## config.mk

```make
export PLATFORM = sky130hd
export DESIGN_NAME = mips_mc_controller
export DESIGN_NICKNAME = d
export VERILOG_FILES = /design/src/rtl/mips_mc_controller.sv
export SDC_FILE = /design/constraint.sdc
export NUM_CORES = 1
export LEC_CHECK = 0
export CAP_MARGIN = 20
export CORE_UTILIZATION = 44
export DETAILED_ROUTE_END_ITERATION = 10
export PLACE_DENSITY = 0.82
export SETUP_SLACK_MARGIN = 0.2
export SLEW_MARGIN = 40
export SYNTH_ARGS = -nofsm -noshare
export SYNTH_HDL_FRONTEND = slang
export SYNTH_SLANG_ARGS = --single-unit
```

## constraint.sdc

```tcl
create_clock -name clk -period 2.3 [get_ports clk]
set_input_delay 0.23 -clock clk [delete_from_list [all_inputs] [get_ports clk]]
set_output_delay 0.23 -clock clk [all_outputs]
set_load 0.005 [all_outputs]
```

## src/rtl/mips_mc_controller.sv

```systemverilog
// Multicycle MIPS control unit: Moore FSM driving the datapath selects plus a
// saturating retired-instruction counter.
module mips_mc_controller #(
  parameter int CNT_W = 16
) (
  input  logic             clk,
  input  logic             reset,
  input  logic [5:0]       Op,
  input  logic [5:0]       Function,
  input  logic             Zero,
  output logic             IorD,
  output logic             MemRead,
  output logic             MemWrite,
  output logic             MemToReg,
  output logic             IRWrite,
  output logic             ALUSrcA,
  output logic             RegWrite,
  output logic             RegDst,
  output logic             PCSel,
  output logic [1:0]       PCSource,
  output logic [1:0]       ALUSrcB,
  output logic [3:0]       ALUCtrl,
  output logic             halt,
  output logic [3:0]       state,
  output logic [CNT_W-1:0] instr_count
);

  localparam logic [3:0] S_FETCH  = 4'd0;
  localparam logic [3:0] S_DECODE = 4'd1;
  localparam logic [3:0] S_MEMADR = 4'd2;
  localparam logic [3:0] S_MEMRD  = 4'd3;
  localparam logic [3:0] S_MEMWB  = 4'd4;
  localparam logic [3:0] S_MEMWR  = 4'd5;
  localparam logic [3:0] S_EXEC   = 4'd6;
  localparam logic [3:0] S_ALUWB  = 4'd7;
  localparam logic [3:0] S_BRANCH = 4'd8;
  localparam logic [3:0] S_JUMP   = 4'd9;
  localparam logic [3:0] S_ADDIEX = 4'd10;
  localparam logic [3:0] S_ADDIWB = 4'd11;
  localparam logic [3:0] S_HALT   = 4'd12;

  localparam logic [5:0] OP_RTYPE = 6'h00;
  localparam logic [5:0] OP_J     = 6'h02;
  localparam logic [5:0] OP_BEQ   = 6'h04;
  localparam logic [5:0] OP_ADDI  = 6'h08;
  localparam logic [5:0] OP_LW    = 6'h23;
  localparam logic [5:0] OP_SW    = 6'h2B;

  localparam logic [3:0] ALU_AND = 4'b0000;
  localparam logic [3:0] ALU_OR  = 4'b0001;
  localparam logic [3:0] ALU_XOR = 4'b0010;
  localparam logic [3:0] ALU_NOR = 4'b0011;
  localparam logic [3:0] ALU_ADD = 4'b0110;
  localparam logic [3:0] ALU_SUB = 4'b1110;
  localparam logic [3:0] ALU_SLT = 4'b1111;

  logic [3:0]       state_reg;
  logic [3:0]       state_next;
  logic [CNT_W-1:0] count_reg;
  logic             funct_valid;
  logic [3:0]       funct_alu;
  logic             retire;

  // R-type funct decode; unlisted codes fall back to ADD and are flagged invalid.
  always_comb begin
    funct_valid = 1'b1;
    funct_alu   = ALU_ADD;
    case (Function)
      6'h20:   funct_alu = ALU_ADD;
      6'h22:   funct_alu = ALU_SUB;
      6'h24:   funct_alu = ALU_AND;
      6'h25:   funct_alu = ALU_OR;
      6'h26:   funct_alu = ALU_XOR;
      6'h27:   funct_alu = ALU_NOR;
      6'h2A:   funct_alu = ALU_SLT;
      default: funct_valid = 1'b0;
    endcase
  end

  always_comb begin
    state_next = S_HALT;
    case (state_reg)
      S_FETCH:  state_next = S_DECODE;
      S_DECODE: begin
        case (Op)
          OP_LW, OP_SW: state_next = S_MEMADR;
          OP_RTYPE:     state_next = S_EXEC;
          OP_BEQ:       state_next = S_BRANCH;
          OP_J:         state_next = S_JUMP;
          OP_ADDI:      state_next = S_ADDIEX;
          default:      state_next = S_HALT;
        endcase
      end
      S_MEMADR: state_next = (Op == OP_LW) ? S_MEMRD : S_MEMWR;
      S_MEMRD:  state_next = S_MEMWB;
      S_MEMWB:  state_next = S_FETCH;
      S_MEMWR:  state_next = S_FETCH;
      S_EXEC:   state_next = funct_valid ? S_ALUWB : S_HALT;
      S_ALUWB:  state_next = S_FETCH;
      S_BRANCH: state_next = S_FETCH;
      S_JUMP:   state_next = S_FETCH;
      S_ADDIEX: state_next = S_ADDIWB;
      S_ADDIWB: state_next = S_FETCH;
      default:  state_next = S_HALT;
    endcase
  end

  // Every state that returns to FETCH is the last cycle of an instruction.
  always_comb begin
    retire = 1'b0;
    case (state_reg)
      S_MEMWB, S_MEMWR, S_ALUWB, S_BRANCH, S_JUMP, S_ADDIWB: retire = 1'b1;
      default: retire = 1'b0;
    endcase
  end

  always_ff @(posedge clk) begin
    if (reset) begin
      state_reg <= S_FETCH;
      count_reg <= '0;
    end else begin
      state_reg <= state_next;
      if (retire && (count_reg != {CNT_W{1'b1}}))
        count_reg <= count_reg + 1'b1;
    end
  end

  always_comb begin
    IorD     = 1'b0;
    MemRead  = 1'b0;
    MemWrite = 1'b0;
    MemToReg = 1'b0;
    IRWrite  = 1'b0;
    ALUSrcA  = 1'b0;
    RegWrite = 1'b0;
    RegDst   = 1'b0;
    PCSel    = 1'b0;
    PCSource = 2'b00;
    ALUSrcB  = 2'b00;
    ALUCtrl  = ALU_ADD;
    halt     = 1'b0;
    case (state_reg)
      S_FETCH: begin
        MemRead = 1'b1;
        IRWrite = 1'b1;
        ALUSrcB = 2'b01;
        PCSel   = 1'b1;
      end
      S_DECODE: ALUSrcB = 2'b11;
      S_MEMADR: begin
        ALUSrcA = 1'b1;
        ALUSrcB = 2'b10;
      end
      S_MEMRD: begin
        MemRead = 1'b1;
        IorD    = 1'b1;
      end
      S_MEMWB: begin
        RegWrite = 1'b1;
        MemToReg = 1'b1;
      end
      S_MEMWR: begin
        MemWrite = 1'b1;
        IorD     = 1'b1;
      end
      S_EXEC: begin
        ALUSrcA = 1'b1;
        ALUCtrl = funct_alu;
      end
      S_ALUWB: begin
        RegWrite = 1'b1;
        RegDst   = 1'b1;
      end
      S_BRANCH: begin
        ALUSrcA  = 1'b1;
        ALUCtrl  = ALU_SUB;
        PCSource = 2'b01;
        PCSel    = Zero;
      end
      S_JUMP: begin
        PCSource = 2'b10;
        PCSel    = 1'b1;
      end
      S_ADDIEX: begin
        ALUSrcA = 1'b1;
        ALUSrcB = 2'b10;
      end
      S_ADDIWB: RegWrite = 1'b1;
      S_HALT:   halt = 1'b1;
      default: ;
    endcase
    // Architectural side effects are suppressed while reset is held.
    if (reset) begin
      PCSel    = 1'b0;
      IRWrite  = 1'b0;
      RegWrite = 1'b0;
      MemWrite = 1'b0;
      halt     = 1'b0;
    end
  end

  assign state       = state_reg;
  assign instr_count = count_reg;

endmodule

```

==> impl_summary.log <==
INFO  metric clock_share_of_power = 15.3%
INFO  metric setup-violations-final = 0
INFO  metric netSwitchingFraction = 34.1%
INFO  metric core_area = 3100 um2
INFO  metric preCtsSetupSlack = 146 ps
INFO  metric crit_arrival = 1830 ps
INFO  metric critical_path_required = 2070 ps
INFO  metric postLayoutCellArea = 2220 um2
INFO  metric antenna_found_initial = 0
INFO  metric p_switching = 380 uW
INFO  metric post_route_insts_no_fill = 292
INFO  metric holdCritPathClass = reg -> reg
INFO  metric syn2layout_area_growth = 53.3%
INFO  metric placementRows = 20
INFO  metric timing.rr.start = instr_count[2]
INFO  metric clock_skew_after_layout = 3.88 ps
INFO  metric power = 1.11 mW
INFO  metric run_status = finished clean
INFO  metric post_synth_instance_area = 1450 um2
INFO  metric timing.reg2reg.setup_slack = 350 ps
INFO  metric ff2ff_path_depth = 5
INFO  metric initial_core_util = 46.8%
INFO  metric power.static_leakage = 0.827 nW
INFO  metric crit_path_top_delay_cell = sky130_fd_sc_hd__clkdlybuf4s50_1
INFO  metric ys_seq_area_share = 27.6%
INFO  metric die_h = 59.4 um
INFO  metric hold_violations = 0
INFO  metric pwr-share-seq = 37.1%
INFO  metric portBuffers = 52
INFO  metric routed-via-count = 1650
INFO  metric final_util = 71.7%
INFO  metric global_route_wire_length_before_repair = 6530 um
INFO  metric final_layout_size_suffix_gt1_share = 16.9%
INFO  metric synth_cell_types = 48
INFO  metric synth-main-ff-cell = sky130_fd_sc_hd__dfxtp_1
INFO  metric die_width = 59.4 um
INFO  metric intPower = 733 uW
INFO  metric crit_chain = buf_6, nor2b_2, nor3_1, o311a_1, clkdlybuf4s50_1
INFO  metric diodes = 0
INFO  metric critPathMaxFanout = 16
INFO  metric detail-route-antenna-nets = 0
INFO  metric root_buffer = sky130_fd_sc_hd__clkbuf_4
INFO  metric timing_worst_setup_path_type = reg -> out
INFO  metric grt_overflow = 0
INFO  metric largest_register_ff_count = 16
INFO  metric unrepaired_setup_endpoints_after_global_routing = yes
INFO  metric postSynthRegisterBits = 20
INFO  metric synth_top_area_share = 27.6%
INFO  metric r2r_path_end = instr_count[12]
INFO  metric timing.critical_path.slowest_cell_delay = 500 ps
INFO  metric numPlacedInstances = 285
INFO  metric ys_warn_count = 0
INFO  metric cts_buffers = 3
INFO  metric detail_route.iter0.violations = 87
INFO  metric vias_per_cell = 5.65
INFO  metric setup.worst_path.start = state[0]
INFO  metric comb_power_share = 47.6%
INFO  metric synth_area_per_cell = 7.68 um2
INFO  metric max-vdd-ir-drop = 367 uV
INFO  metric slew-limit-headroom = 66.9%
INFO  metric hpwl = 2850 um
INFO  metric clk_path_buf_depth = 2
INFO  metric setup_tns = 0 ps
INFO  metric max_freq = 486 MHz
INFO  metric worst_setup_path_end_kind = primary output
INFO  metric post-route-period-util = 89.5%
INFO  metric ioPinCount = 53
INFO  metric cellPowerDensity = 500 nW/um2
INFO  metric insertion_delay = 300 ps
INFO  metric number_of_global_route_vias_before_repair = 1474
INFO  metric worstSetupStartpointType = flop
INFO  metric netlist.top_cell.by_area = sky130_fd_sc_hd__dfxtp_1
INFO  metric die_area = 3530 um2
INFO  metric number_of_synthesized_flops_with_an_enable_pin = 0
INFO  metric cts_tree = done
INFO  metric placed_inst_area = 2060 um2
INFO  metric gr-usage-all-layers = 23.7%
INFO  metric max_slew.worst_pin.slew = 494 ps
INFO  metric drt_pre_antenna_iters = 5
INFO  metric worstSetupEndpoint = PCSel
INFO  metric final.setup.worst_slack = 242 ps
INFO  metric cts.hold.buffers_added = 0
INFO  metric number_of_h_tree_levels = 1
INFO  metric gpl.final_weighted_congestion = 0.777
INFO  metric synthesis.nets = 205
INFO  metric timing.final.max_slew_violations = 0
INFO  metric wire_per_inst = 13.3 um
INFO  metric residual_drc = 0
INFO  metric cts.reportedPaths.clkPinSlew = 110 ps
INFO  metric route.final.wire_length = 3890 um
INFO  metric pin_count_of_the_biggest_net_entering_global_routing = 19
INFO  metric clock_sinks = 20
INFO  metric postSynth.asyncResetShare = 0%
INFO  metric synth.top_cells.by_area = sky130_fd_sc_hd__dfxtp_1 28%, sky130_fd_sc_hd__a21oi_1 4.5%, sky130_fd_sc_hd__nor2_1 4.4%
INFO  metric netlist_instances = 189
INFO  metric final.min_clock_period = 2060 ps
INFO  metric number_of_filler_instances_in_the_final_layout = 259
INFO  metric timing.max_cap.violations = 0
INFO  metric hold_ws = 506 ps
INFO  metric final_net_count = 266
## synthesized netlist by cell type (2+ instances only)
cell,count
sky130_fd_sc_hd__dfxtp_1,20
sky130_fd_sc_hd__nor2_1,17
sky130_fd_sc_hd__a21oi_1,13
sky130_fd_sc_hd__nand2_1,12
sky130_fd_sc_hd__nand3_1,11
sky130_fd_sc_hd__nor2b_1,10
sky130_fd_sc_hd__nor3_1,9
sky130_fd_sc_hd__nand2b_1,8
sky130_fd_sc_hd__a211oi_1,7
sky130_fd_sc_hd__clkbuf_1,6
sky130_fd_sc_hd__o21ai_0,6
sky130_fd_sc_hd__or4_1,6
sky130_fd_sc_hd__and3_1,5
sky130_fd_sc_hd__buf_2,5
sky130_fd_sc_hd__o31ai_1,5
sky130_fd_sc_hd__mux2_2,4
sky130_fd_sc_hd__a31oi_1,3
sky130_fd_sc_hd__inv_1,3
sky130_fd_sc_hd__nor4_1,3
sky130_fd_sc_hd__o311a_1,3
sky130_fd_sc_hd__and4_1,2
sky130_fd_sc_hd__mux2_1,2
sky130_fd_sc_hd__nand3b_1,2
sky130_fd_sc_hd__or3_1,2
sky130_fd_sc_hd__xor2_1,2
## layout make-up
cell class / count / area, um2 / area share, %
Multi-Input combinational cell: 153 / 1060 / 47.8
Timing Repair Buffer: 68 / 659 / 29.6
Sequential cell: 20 / 409 / 18.4
Tap cell: 44 / 55.1 / 2.47
Clock buffer: 3 / 22.5 / 1.01
Inverter: 4 / 15.0 / 0.675
## worst max-delay path: cells and delay by family (launching register included)
family                 cells  cell delay (ps)
and+or+nand+nor            2              330
AOI/OAI and AO/OA          1              190
DFF                        1              340
buffers and inverters      2              660
## power groups by stage
stage / Combinational (mW) / Clock [mW] / Sequential (mW)
6_report: 0.530 / 0.170 / 0.413
5_1_grt: 0.574 / 0.187 / 0.418
2_1_floorplan: 0.225 / 0 / 0.411
3_5_place_dp: 0.463 / 0 / 0.413
4_1_cts: 0.500 / 0.171 / 0.408
3_3_place_gp: 0.461 / 0 / 0.413
## cell families (layout without fill, tap and decap cells)
logic type                 count (synthesis)  in the layout  share of synthesized area [%]
AOI/OAI and AO/OA                         47             47                           22.1
adders and majority gates                  1              1                          0.862
muxes                                      7              7                           5.34
buffers and inverters                     16             75                           4.83
DFF                                       20             20                           27.6
xor gates and xnor gates                   3              3                           2.33
and+or+nand+nor                           95             95                           37.0
## cells in the final DEF (no fill, tap or decap), types with 3 or more instances in the layout
master	instances
sky130_fd_sc_hd__a211oi_1	7
sky130_fd_sc_hd__a21oi_1	13
sky130_fd_sc_hd__a31oi_1	3
sky130_fd_sc_hd__and3_1	5
sky130_fd_sc_hd__buf_4	13
sky130_fd_sc_hd__buf_6	3
sky130_fd_sc_hd__clkbuf_4	3
sky130_fd_sc_hd__clkdlybuf4s50_1	49
sky130_fd_sc_hd__dfxtp_1	17
sky130_fd_sc_hd__dlymetal6s2s_1	3
sky130_fd_sc_hd__inv_1	3
sky130_fd_sc_hd__mux2_2	4
sky130_fd_sc_hd__nand2_1	12
sky130_fd_sc_hd__nand2b_1	4
sky130_fd_sc_hd__nand2b_4	3
sky130_fd_sc_hd__nand3_1	10
sky130_fd_sc_hd__nor2_1	15
sky130_fd_sc_hd__nor2b_1	9
sky130_fd_sc_hd__nor3_1	6
sky130_fd_sc_hd__o21ai_0	6
sky130_fd_sc_hd__o311a_1	3
sky130_fd_sc_hd__o31ai_1	5
sky130_fd_sc_hd__or4_1	6
## per-layer routing
layer | global-route usage, % | share of wire, % | vias to the layer above | wire length [um]
met1 | 30.7 | 46 | 780 | 1780
met3 | 5.46 | 4.0 | 6 | 155
met5 | 0 | 0 | - | 0
met2 | 40.6 | 50 | 34 | 1930
met4 | 3.40 | 0.51 | 0 | 20
li1 | - | - | 830 | -
## worst min-delay path by stage
stage | startpoint | end | slack (ps) | depth (start not counted)
after global routing | instr_count[15] | instr_count[15] | 550 | 2
after detailed placement | instr_count[15] | instr_count[15] | 490 | 2
final | instr_count[15] | instr_count[15] | 510 | 2
after CTS | instr_count[15] | instr_count[15] | 500 | 2
after floorplan | Op[4] | state[2] | 390 | 2
after global placement | instr_count[15] | instr_count[15] | 480 | 2
## what timing repair did
action,in CTS,in global routing
buffers inserted,4,0
cloned,0,0
pin swaps,1,1
endpoints found under the setup margin,9,12
endpoints found under the hold margin,0,0
resized for setup,10,18
(Power assumes the default switching activity.)
==> RTL change 1: new RTL, same settings <==
Register the inputs `Op`, `Function` and `Zero` before use, with the module's reset. The logic sees them one clock later.
--- a/src/rtl/mips_mc_controller.sv
+++ b/src/rtl/mips_mc_controller.sv
@@ -56,2 +56,18 @@
 
+  logic [5:0] Op_q;
+  logic [5:0] Function_q;
+  logic Zero_q;
+
+  always_ff @(posedge clk) begin
+    if (reset) begin
+      Op_q       <= '0;
+      Function_q <= '0;
+      Zero_q     <= '0;
+    end else begin
+      Op_q       <= Op;
+      Function_q <= Function;
+      Zero_q     <= Zero;
+    end
+  end
+
   logic [3:0]       state_reg;
@@ -67,3 +83,3 @@
     funct_alu   = ALU_ADD;
-    case (Function)
+    case (Function_q)
       6'h20:   funct_alu = ALU_ADD;
@@ -84,3 +100,3 @@
       S_DECODE: begin
-        case (Op)
+        case (Op_q)
           OP_LW, OP_SW: state_next = S_MEMADR;
@@ -93,3 +109,3 @@
       end
-      S_MEMADR: state_next = (Op == OP_LW) ? S_MEMRD : S_MEMWR;
+      S_MEMADR: state_next = (Op_q == OP_LW) ? S_MEMRD : S_MEMWR;
       S_MEMRD:  state_next = S_MEMWB;
@@ -177,3 +193,3 @@
         PCSource = 2'b01;
-        PCSel    = Zero;
+        PCSel    = Zero_q;
       end
Formal check against the unedited RTL: not equivalent (Yosys sat finds a counterexample within 4 cycles, from zero or initial values and one cycle with reset high).
==> RTL change 1 against the original RTL <==
Design area grew 8.8%; setup slack got worse by 0.013 ns; power rose by 50%; synthesized area increased by 17%; sequential cell count grew 13; routed wire length increased by 1.6%; cell count grew 7.2%; clock skew up 0.0020 ns.
==> RTL change 1: results (changes against the original RTL) <==
- Layout cells sized above 1: 10.2% (-6.7 points)
- Total wire length: 3.95 mm (+1.6%)
- Non-Clock Buffer Count: 61 (-10%)
- Hold Path Class: in2reg
- Synth Area in Compound Gates: 13.8% (-8.2 points)
- CTS H-tree depth: 2 (+1)
- Clock buffer cells: 7 (+4)
- RD Place Congestion: 0.849 (+9.2%)
- Post-Syn Instances: 207 (+9.5%)
- Post_cts resized: 6 (-4)
- Clock slew at reported path FFs: 0.06 ns (-0.05 ns)
- Worst clock skew: 0.00590 ns (+0.00202 ns)
- Sequential area share after synthesis: 39.0% (+11 points)
- Post-CTS Setup Inserts: 0 (-4)
- CP Max Fanout: 3 (-13)
- Clock buf/inv share: 3.57% (+2.6 points)
- CP Capture Point: ALUCtrl[1]
- XOR/XNOR Fraction of Synth Area: 7.24% (+4.9 points)
- Crit. Startpoint: Function_q[4]$_SDFF_PP0_
- Adder-Cell Fraction of Synth Area: 0.739% (-0.12 points)
- Non-clk buf share: 24.3% (-5.3 points)
- Multi-input gates: 160 (+4.6%)
- Multi-input gate area: 1010 um2 (-5.3%)
- Hold WS: 0.498 ns (-0.00808 ns)
- Routed WL per cell: 12.6 um (-5.2%)
- Slowest-stage cell, CP: or3_4
- Drt first pass iters: 4 (-1)
- Root Buffer: clkbuf_8
- CP delay by family, top: simple AND/OR/NAND/NOR gates
- Sink Count: 33 (+65%)
- Via density: 5.26 (-7.0%)
- Status: finished clean
- Total GRT Usage: 20.1% (-3.6 points)
- WHS Endpoint: Zero_q$_SDFF_PP0_
- Top cells by area, synth: dfxtp_1, xor2_1, nor2b_1
==> RTL change 1: cell types whose count changed in the layout (fill, tap and decap cells not counted), moves of 4 or more <==
cell,before,now
nor2_1,15,24
buf_4,13,8
mux2_2,4,0
a21oi_1,13,6
or4_1,6,0
clkbuf_8,0,6
xor2_1,2,13
nand4_1,1,6
a211oi_1,7,1
nor2b_1,9,15
dfxtp_1,17,31
==> RTL change 1: routing by layer <==
metal	wire length [um]	global-route usage, %
met5	0	0
met4	57	8.52
met3	115	4.11
met1	1910	24.6
met2	1870	33.9
==> RTL change 1: stage by stage <==
step	setup WS (ns)	power, mW	instance area (um2)	util (%)
6_report	0.229	1.67	2420	65.6
4_1_cts	0.147	1.67	2390	64.9
3_5_place_dp	0.256	1.23	2300	62.4
2_1_floorplan	0.609	0.941	1690	-
5_1_grt	0.181	1.76	2420	65.6
3_3_place_gp	0.270	1.22	2300	62.4
==> RTL change 1: where the power goes <==
group          switching, mW  internal (mW)
Clock                  0.195          0.237
Sequential            0.0332          0.614
Combinational          0.267          0.323
==> RTL change 2: new RTL, config.mk and constraints unchanged <==
Without the edit above. Change the parameter `CNT_W` from 16 to 32.
--- a/src/rtl/mips_mc_controller.sv
+++ b/src/rtl/mips_mc_controller.sv
@@ -3,3 +3,3 @@
 module mips_mc_controller #(
-  parameter int CNT_W = 16
+  parameter int CNT_W = 32
 ) (
Ports: changed (resized instr_count); port bits go from 53 to 69. No check against the original RTL was run, so the function may have changed too.
==> RTL change 2 against the original RTL <==
Design area rose by 46%; first-iteration DRC count grew 94%; routed wire length is 60% higher; power increased by 40%; sequential power rose by 60%; cell count rose by 50%; synthesized cell count up 54%; setup slack worse by 0.078 ns; sequential cell count is 16 higher; synthesized area grew 55%; non-clock buffer count is 22 higher; clock power is 150% higher; count of clock-buffer cells in the layout grew 3; critical path type is now in2out; critical endpoint is now ALUCtrl[1]; largest cell class unchanged.
==> RTL change 2: results (changes against the original RTL) <==
- Clk pwr share: 27.1% (+12 points)
- Critical Path Max Stage Delay: 0.39 ns (-0.11 ns)
- Critical Path AT: 1.91 ns (+0.08 ns)
- Sequential area share after synthesis: 32.0% (+4.4 points)
- Sw power: 0.470 mW (+24%)
- CP Max Fanout: 2 (-14)
- RD Place Congestion: 0.859 (+11%)
- CTS H-tree depth: 2 (+1)
- Drt first pass iters: 4 (-1)
- Worst clock skew: 0.00820 ns (+0.00431 ns)
- Layout cells sized above 1: 15.1% (-1.8 points)
- DPL Wire Length: 4.28 mm (+50%)
- Met1 wire length: 2.78 mm (+56%)
- Total GRT Usage: 23.9% (+0.23 points)
- Routed WL per cell: 14.2 um (+6.4%)
- 1st-iter DRT viols: 169 (+94%)
- Static leakage: 1.06 nW (+28%)
- # fillers: 436 (+68%)
- Post-Syn Instances: 291 (+54%)
- Placed cell area: 3040 um2 (+48%)
- Worst ir drop on vdd: 0.270 mV (-26%)
- Syn nets: 307 (+50%)
- Total Power: 1.56 mW (+40%)
- First-pass GRT wire length: 10.3 mm (+58%)
- Top cells by area, synth: dfxtp_1, a21oi_1, or4_1
- Status: finished clean
- IO Port Bufs: 68 (+31%)
- Vias in the first global route: 2363 (+60%)
- Nets@finish: 387 (+45%)
- Tightest Pin Transition: 0.413 ns (-0.0808 ns)
## RTL change 2: final cells by class
| type | count | area [um2] | area share, % |
|---|---|---|---|
| Timing Repair Buffer | 90 | 836 | 25.8 |
| Sequential cell | 36 | 722 | 22.3 |
| Clock inverter | 1 | 5.00 | 0.154 |
| Clock buffer | 6 | 72.6 | 2.24 |
| Inverter | 7 | 26.3 | 0.811 |
| Multi-Input combinational cell | 231 | 1490 | 46.1 |
| Tap cell | 67 | 83.8 | 2.59 |
## RTL change 2: final timing paths
| kind | depth (start not counted) | slack (ns) | start | end |
|---|---|---|---|---|
| worst max register to register | 6 | 0.27 | instr_count[6]$_SDFFE_PP0P_ | instr_count[29]$_SDFFE_PP0P_ |
| worst min register to register | 2 | 0.50 | instr_count[25]$_SDFFE_PP0P_ | instr_count[25]$_SDFFE_PP0P_ |
| worst min-delay path | 2 | 0.50 | instr_count[25]$_SDFFE_PP0P_ | instr_count[25]$_SDFFE_PP0P_ |
| worst max-delay path | 6 | 0.16 | Function[4] | ALUCtrl[1] |
## RTL change 2: logic make-up after synthesis
family	after synthesis	synth area share, %
AND/OR/NAND/NOR	148	38.4
AO/OA/AOI/OAI	76	20.5
flip-flops	36	32.0
buffers and inverters	24	5.39
XOR/XNOR	3	1.17
multiplexers	3	2.00
adder cells (fa/ha/maj)	1	0.555
## RTL change 2: per-layer routing
layer,vias to the layer above,GRT usage [%]
li1,1280,-
met5,-,0
met2,90,39.1
met1,1212,30.2
met3,14,6.04
met4,0,8.97
## RTL change 2: what timing repair did
action,CTS,global route
gates resized for setup,14,12
pin swaps,2,2
setup endpoints to repair,12,36
buffers inserted,2,4
